==> config.mk <==
export PLATFORM = sky130hd
export DESIGN_NAME = bios_loader_flat
export DESIGN_NICKNAME = d
export VERILOG_FILES = /design/src/rtl/bios_loader_if.sv /design/src/rtl/bios_loader.sv /design/src/flat_wrapper.sv
export SDC_FILE = /design/constraint.sdc
export NUM_CORES = 1
export LEC_CHECK = 0
export CAP_MARGIN = 5
export CORE_ASPECT_RATIO = 1.4
export CORE_UTILIZATION = 41
export CTS_CLUSTER_DIAMETER = 30
export DETAILED_ROUTE_END_ITERATION = 7
export SLEW_MARGIN = 5
export SYNTH_ARGS = -nofsm -noshare
export SYNTH_HDL_FRONTEND = slang
export SYNTH_SLANG_ARGS = --single-unit
export TNS_END_PERCENT = 10
==> constraint.sdc <==
create_clock -name clk -period 2.7 [get_ports clk]
set_clock_uncertainty 0.2 [all_clocks]
set_input_delay 0.27 -clock clk [delete_from_list [all_inputs] [get_ports clk]]
set_output_delay 0.27 -clock clk [all_outputs]
set_load 0.01 [all_outputs]
==> src/rtl/bios_loader_if.sv <==
// Byte-stream, memory-write and status signals of the BIOS loader.
// The master side feeds bytes and start; the slave (loader) writes memory and reports status.
interface bios_loader_if #(
  parameter int unsigned ADDR_WIDTH = 12,
  parameter int unsigned XLEN       = 32
);
  logic                  start;
  logic [7:0]            byte_in;
  logic                  byte_valid;
  logic                  byte_ready;
  logic                  mem_we;
  logic [ADDR_WIDTH-1:0] mem_addr;
  logic [XLEN-1:0]       mem_wdata;
  logic                  busy;
  logic                  done;
  logic                  error;
  logic [ADDR_WIDTH:0]   words_written;

  modport master (
    output start, byte_in, byte_valid,
    input  byte_ready, mem_we, mem_addr, mem_wdata, busy, done, error, words_written
  );

  modport slave (
    input  start, byte_in, byte_valid,
    output byte_ready, mem_we, mem_addr, mem_wdata, busy, done, error, words_written
  );
endinterface

==> src/rtl/bios_loader.sv <==
// BIOS loader: receives a framed byte stream (4-byte LE length, N LE words, additive checksum),
// writes the words to BIOS memory from address 0 and reports done or error.
module bios_loader #(
  parameter int unsigned ADDR_WIDTH = 12,
  parameter int unsigned XLEN       = 32
) (
  input logic          clk,
  input logic          reset,
  bios_loader_if.slave bus
);

  typedef enum logic [2:0] {StIdle, StLen, StData, StCsum, StDone, StErr} state_e;

  localparam logic [31:0] MaxWords = 32'(1) << ADDR_WIDTH;

  state_e                state_q, state_d;
  logic [1:0]            cnt_q, cnt_d;          // byte lane within the current 4-byte group
  logic [XLEN-9:0]       buf_q, buf_d;          // lower three bytes of the group being assembled
  logic [ADDR_WIDTH:0]   nwords_q, nwords_d;    // validated frame length in words
  logic [ADDR_WIDTH:0]   wcnt_q, wcnt_d;        // words fully received so far
  logic [7:0]            csum_q, csum_d;
  logic                  byte_ready_q, byte_ready_d;
  logic                  mem_we_q, mem_we_d;
  logic [ADDR_WIDTH-1:0] mem_addr_q, mem_addr_d;
  logic [XLEN-1:0]       mem_wdata_q, mem_wdata_d;
  logic                  busy_q, busy_d;
  logic                  done_q, done_d;
  logic                  error_q, error_d;
  logic [ADDR_WIDTH:0]   words_q, words_d;

  logic                  accept;
  logic [XLEN-1:0]       group_full;
  logic [ADDR_WIDTH:0]   wcnt_inc;

  assign accept     = bus.byte_valid && byte_ready_q;
  assign group_full = {bus.byte_in, buf_q};
  assign wcnt_inc   = wcnt_q + {{ADDR_WIDTH{1'b0}}, 1'b1};

  // Next-state logic for the frame parser and all registered outputs.
  always_comb begin
    state_d      = state_q;
    cnt_d        = cnt_q;
    buf_d        = buf_q;
    nwords_d     = nwords_q;
    wcnt_d       = wcnt_q;
    csum_d       = csum_q;
    byte_ready_d = byte_ready_q;
    mem_we_d     = 1'b0;
    mem_addr_d   = mem_addr_q;
    mem_wdata_d  = mem_wdata_q;
    busy_d       = busy_q;
    done_d       = done_q;
    error_d      = error_q;
    // The counter trails the write strobe by one cycle.
    words_d      = words_q + {{ADDR_WIDTH{1'b0}}, mem_we_q};

    case (state_q)
      StIdle, StDone, StErr: begin
        if (bus.start) begin
          state_d      = StLen;
          cnt_d        = 2'd0;
          wcnt_d       = '0;
          csum_d       = 8'd0;
          words_d      = '0;
          done_d       = 1'b0;
          error_d      = 1'b0;
          byte_ready_d = 1'b1;
          busy_d       = 1'b1;
        end
      end
      StLen: begin
        if (accept) begin
          buf_d = {bus.byte_in, buf_q[XLEN-9:8]};
          cnt_d = cnt_q + 2'd1;
          if (cnt_q == 2'd3) begin
            if (group_full == 32'd0 || group_full > MaxWords) begin
              state_d      = StErr;
              error_d      = 1'b1;
              byte_ready_d = 1'b0;
              busy_d       = 1'b0;
            end else begin
              state_d  = StData;
              nwords_d = group_full[ADDR_WIDTH:0];
            end
          end
        end
      end
      StData: begin
        if (accept) begin
          buf_d  = {bus.byte_in, buf_q[XLEN-9:8]};
          cnt_d  = cnt_q + 2'd1;
          csum_d = csum_q + bus.byte_in;
          if (cnt_q == 2'd3) begin
            mem_we_d    = 1'b1;
            mem_addr_d  = wcnt_q[ADDR_WIDTH-1:0];
            mem_wdata_d = group_full;
            wcnt_d      = wcnt_inc;
            if (wcnt_inc == nwords_q) begin
              state_d = StCsum;
            end
          end
        end
      end
      StCsum: begin
        if (accept) begin
          byte_ready_d = 1'b0;
          busy_d       = 1'b0;
          if (bus.byte_in == csum_q) begin
            state_d = StDone;
            done_d  = 1'b1;
          end else begin
            state_d = StErr;
            error_d = 1'b1;
          end
        end
      end
      default: state_d = StIdle;
    endcase
  end

  // State and output registers; synchronous reset discards any partial word.
  always_ff @(posedge clk) begin
    if (reset) begin
      state_q      <= StIdle;
      cnt_q        <= 2'd0;
      buf_q        <= '0;
      nwords_q     <= '0;
      wcnt_q       <= '0;
      csum_q       <= 8'd0;
      byte_ready_q <= 1'b0;
      mem_we_q     <= 1'b0;
      mem_addr_q   <= '0;
      mem_wdata_q  <= '0;
      busy_q       <= 1'b0;
      done_q       <= 1'b0;
      error_q      <= 1'b0;
      words_q      <= '0;
    end else begin
      state_q      <= state_d;
      cnt_q        <= cnt_d;
      buf_q        <= buf_d;
      nwords_q     <= nwords_d;
      wcnt_q       <= wcnt_d;
      csum_q       <= csum_d;
      byte_ready_q <= byte_ready_d;
      mem_we_q     <= mem_we_d;
      mem_addr_q   <= mem_addr_d;
      mem_wdata_q  <= mem_wdata_d;
      busy_q       <= busy_d;
      done_q       <= done_d;
      error_q      <= error_d;
      words_q      <= words_d;
    end
  end

  assign bus.byte_ready    = byte_ready_q;
  assign bus.mem_we        = mem_we_q;
  assign bus.mem_addr      = mem_addr_q;
  assign bus.mem_wdata     = mem_wdata_q;
  assign bus.busy          = busy_q;
  assign bus.done          = done_q;
  assign bus.error         = error_q;
  assign bus.words_written = words_q;

endmodule

==> src/flat_wrapper.sv <==
// flat-port wrapper written by rule: the top's interface ports become plain ports
module bios_loader_flat 
#(
  parameter int unsigned ADDR_WIDTH = 12,
  parameter int unsigned XLEN       = 32
)
  (clk, reset, bus_start, bus_byte_in, bus_byte_valid, bus_byte_ready, bus_mem_we, bus_mem_addr, bus_mem_wdata, bus_busy, bus_done, bus_error, bus_words_written);
  bios_loader_if #(.ADDR_WIDTH(ADDR_WIDTH), .XLEN(XLEN)) bus_i ();
  input logic clk;
  input logic reset;
  input wire logic [$bits(bus_i.start)-1:0] bus_start;
  input wire logic [$bits(bus_i.byte_in)-1:0] bus_byte_in;
  input wire logic [$bits(bus_i.byte_valid)-1:0] bus_byte_valid;
  output wire logic [$bits(bus_i.byte_ready)-1:0] bus_byte_ready;
  output wire logic [$bits(bus_i.mem_we)-1:0] bus_mem_we;
  output wire logic [$bits(bus_i.mem_addr)-1:0] bus_mem_addr;
  output wire logic [$bits(bus_i.mem_wdata)-1:0] bus_mem_wdata;
  output wire logic [$bits(bus_i.busy)-1:0] bus_busy;
  output wire logic [$bits(bus_i.done)-1:0] bus_done;
  output wire logic [$bits(bus_i.error)-1:0] bus_error;
  output wire logic [$bits(bus_i.words_written)-1:0] bus_words_written;
  assign bus_i.start = bus_start;
  assign bus_i.byte_in = bus_byte_in;
  assign bus_i.byte_valid = bus_byte_valid;
  assign bus_byte_ready = bus_i.byte_ready;
  assign bus_mem_we = bus_i.mem_we;
  assign bus_mem_addr = bus_i.mem_addr;
  assign bus_mem_wdata = bus_i.mem_wdata;
  assign bus_busy = bus_i.busy;
  assign bus_done = bus_i.done;
  assign bus_error = bus_i.error;
  assign bus_words_written = bus_i.words_written;
  bios_loader #(.ADDR_WIDTH(ADDR_WIDTH), .XLEN(XLEN)) u_core (.clk(clk), .reset(reset), .bus(bus_i));
endmodule
==> flow_summary_export.csv <==
group,metric,value,unit
logic_synthesis,synth-edff-count,0,
power,seq_power_share,0.436,
sta,maxSlewViolCount,0,
sta,worst_slew_pin_slew,956,ps
logic_synthesis,netlist_top_cells_count,"sky130_fd_sc_hd__nand2_1, sky130_fd_sc_hd__dfxtp_1, sky130_fd_sc_hd__a21oi_1, sky130_fd_sc_hd__nor2_1, sky130_fd_sc_hd__clkbuf_1",
power,power-per-cell-area,593,nW/um2
sta,setup-tns-final,0,ps
logic_synthesis,mappedNetlistNets,706,
sta,achievable-frequency,411,MHz
logic_synthesis,postSynthRegisterBits,124,
power,p_leak,2.52,nW
cells_and_area,areaGrowthSynthToFinish,29.0,%
clock_network,cts-root-buf,"sky130_fd_sc_hd__clkbuf_16",
cells_and_area,fillCellCount,1253,
logic_synthesis,ys_types,59,
cells_and_area,layout-drive-gt1-share,0.105,
hold_path,worstHoldPathType,"flop to flop",
sta,finalHoldViolations,0,
place,dpl-instance-area,6530,um2
floorplan,die_h,139,um
sta,final.min_clock_period,2430,ps
critical_path,cp_data_arrival_time,2520,ps
place,gp_congestion,0.883,
sta,grt_setup_unrepaired,"false",
clock_network,cts.path.max_buffers,2,
place,dpl_worst_slack,-70.7,ps
logic_synthesis,yosysTopAreaCell,"sky130_fd_sc_hd__dfxtp_1",
clock_network,clk_transition_reported_paths,60,ps
critical_path,crit_path_start_kind,"flop",
power,switching_share_of_power,0.225,
power,total_power,4.23,mW
logic_synthesis,post_synth_instance_area,5520,um2
floorplan,coreArea,13000,um2
route,vias,4957,
logic_synthesis,synth_cells,682,
logic_synthesis,synth_top_flop_cell,"sky130_fd_sc_hd__dfxtp_1",
critical_path,slowest_delay,410,ps
sta,hold_ws,252,ps
status,run_status,"finished, final reports clean",
route,routed_wirelength,13.7,mm
logic_synthesis,synthesis.yosys.warnings,0,
power,cell_internal_pwr,3.28,mW
floorplan,boundary_pins,74,
power,power.share.clock,0.527,
clock_network,clock_insertion_delay_at_the_later_pin_of_the_skew_report,410,ps
cells_and_area,finalInstanceArea,7120,um2
power,pwr-share-comb,0.037,
logic_synthesis,synth_top_cells_by_area,"sky130_fd_sc_hd__dfxtp_1, sky130_fd_sc_hd__nand2_1, sky130_fd_sc_hd__a21oi_1",
floorplan,row_count,49,
grt,grt_pass1_vias,4726,
floorplan,start_util,0.425,
place,dp_hpwl,9.68,mm
cells_and_area,instances_no_fill,950,
cells_and_area,n_diodes,0,
grt,grtUsageTotal,0.208,
clock_network,tritoncts,"built",
clock_network,tritoncts_num_sinks,124,
sta,fin_ws,269,ps
logic_synthesis,fraction_of_registers_with_async_set_reset,0,
cells_and_area,final_net_count,783,
sta,final_cycle_utilization_of_the_critical_path,0.900,
critical_path,worst-path-max-fanout,3,
power,switching_power,0.951,mW
sta,finalSetupViolCount,0,
sta,relSlewSlack,0.363,
floorplan,floorplan.die_area,13900,um2
route,drc,0,
cells_and_area,layout.core_utilization,0.548,
grt,maximum_number_of_pins_on_one_net_before_global_route_repair,95,
critical_path,critPathRequiredTime,2790,ps
clock_network,htreeDepth,4,
clock_network,numCtsBuffers,17,
logic_synthesis,synth_most_common_cell,"sky130_fd_sc_hd__nand2_1",
critical_path,worstPathCellList,"ha_1 -> a21o_1 -> a21oi_1 -> o21ai_0 -> o41ai_1 -> a2111oi_0 -> a311o_1",
logic_synthesis,ys_seq_area_frac,0.449,
job,cap_viol_max_count,0,
route,drt-initial-drc-count,221,
critical_path,cpMaxStageDelayCell,"sky130_fd_sc_hd__o41ai_1",
route,drt-vias-per-instance,5.22,
power,worst_vdd_drop,0.376,mV
grt,grt_antenna_before_repair,0,
critical_path,crit_path_end_kind,"flop",
logic_synthesis,syn-mean-instance-area,8.10,um2
logic_synthesis,share_of_yosys_cell_area_claimed_by_the_top_area_cell_type,0.449,
floorplan,chipWidth,100,um
grt,total_global_routing_overflow,0,
route,first_pass_iters,5,
critical_path,r2r_slack,270,ps
place,dp.cells,917,
place,port_buffers,73,
critical_path,crit_type,"flop to flop",
route,wl_per_cell,14.5,um
route,ant_nets,0,
grt,global_route_wire_length_before_repair,23.2,mm
layer usage:
layer,global-route usage,vias up,routed length [um]
met5,0,-,0
met4,0.0931,0,325
met3,0.0422,26,506
met2,0.362,122,7120
met1,0.245,2315,5800
li1,-,2494,-
state kept, by name, indices dropped and copies added, names as in the netlist, 3 cells and up:
name / cells
u_core.bus.mem_wdata: 32
u_core.csum_q: 8
u_core.nwords_q: 13
u_core.wcnt_q: 13
u_core.bus.mem_addr: 12
u_core.state_q: 3
u_core.buf_q: 24
u_core.bus.words_written: 13
final timing paths:
check	startpoint	to	cells past startpoint
worst max-delay path	u_core.csum_q[1]$_SDFFE_PP0P_	u_core.csum_q[7]$_SDFFE_PP0P_	7
worst min-delay path	u_core.bus.mem_addr[5]$_SDFFE_PP0P_	u_core.bus.mem_addr[5]$_SDFFE_PP0P_	2
worst max register to register	u_core.csum_q[1]$_SDFFE_PP0P_	u_core.csum_q[7]$_SDFFE_PP0P_	7
worst min register to register	u_core.bus.mem_addr[5]$_SDFFE_PP0P_	u_core.bus.mem_addr[5]$_SDFFE_PP0P_	2
critical path, delay by kind of cell (launching register included):
kind,cells,cell delay [ps]
adder cells (fa/ha/maj),1,260
flip-flops,1,380
AO/OA/AOI/OAI,6,1460
cells by family after synthesis:
| group | count (synthesis) | synth area share |
|---|---|---|
| compound gates | 145 | 0.154 |
| xor+xnor | 31 | 0.0492 |
| fa+ha+maj | 12 | 0.0285 |
| buf+inv | 54 | 0.0435 |
| flops | 124 | 0.449 |
| mux | 16 | 0.0292 |
| simple gates | 300 | 0.247 |
layout make-up:
class                           count  area [um2]  share of cell area
Multi-Input combinational cell    504        2810               0.394
Sequential cell                   124        2480               0.348
Timing Repair Buffer              106        1000               0.141
Clock buffer                       18         439              0.0616
Tap cell                          178         223              0.0313
Clock inverter                     14         145              0.0204
Inverter                            6        22.5             0.00316
placed cells by master, fill, tap and decap left out, types with 3 or more instances in the layout:
cell,count
sky130_fd_sc_hd__a22oi_1,8
sky130_fd_sc_hd__o22ai_1,3
sky130_fd_sc_hd__ha_1,11
sky130_fd_sc_hd__o21ai_0,13
sky130_fd_sc_hd__dfxtp_1,124
sky130_fd_sc_hd__a21oi_1,95
sky130_fd_sc_hd__nand3b_1,5
sky130_fd_sc_hd__or2_2,3
sky130_fd_sc_hd__xor2_1,14
sky130_fd_sc_hd__nand2b_1,3
sky130_fd_sc_hd__nor3_1,5
sky130_fd_sc_hd__nor2b_1,4
sky130_fd_sc_hd__and3_1,16
sky130_fd_sc_hd__nor3b_1,3
sky130_fd_sc_hd__xnor2_1,17
sky130_fd_sc_hd__nand3_1,14
sky130_fd_sc_hd__and2_1,3
sky130_fd_sc_hd__inv_1,6
sky130_fd_sc_hd__nand2_1,161
sky130_fd_sc_hd__clkinv_2,4
sky130_fd_sc_hd__mux2i_1,15
sky130_fd_sc_hd__clkdlybuf4s50_1,72
sky130_fd_sc_hd__buf_4,31
sky130_fd_sc_hd__clkbuf_16,17
sky130_fd_sc_hd__nor4_1,9
sky130_fd_sc_hd__nor2_1,51
sky130_fd_sc_hd__nand4_1,3
sky130_fd_sc_hd__or3_1,6
sky130_fd_sc_hd__clkinvlp_4,4
sky130_fd_sc_hd__a31oi_1,5
power by group through the flow:
stage / combinational [mW] / clock [mW] / sequential (mW)
6_report: 0.158 / 2.23 / 1.84
4_1_cts: 0.159 / 2.27 / 1.84
2_1_floorplan: 0.0877 / 0 / 1.88
5_1_grt: 0.173 / 2.35 / 1.84
3_3_place_gp: 0.156 / 0 / 1.88
3_5_place_dp: 0.157 / 0 / 1.88
timing repair:
item	CTS	global route
gates resized for setup	0	0
hold buffers	1	0
buffers inserted	0	0
hold endpoints to repair	12	0
No activity file was read; power rests on OpenSTA's default activity.
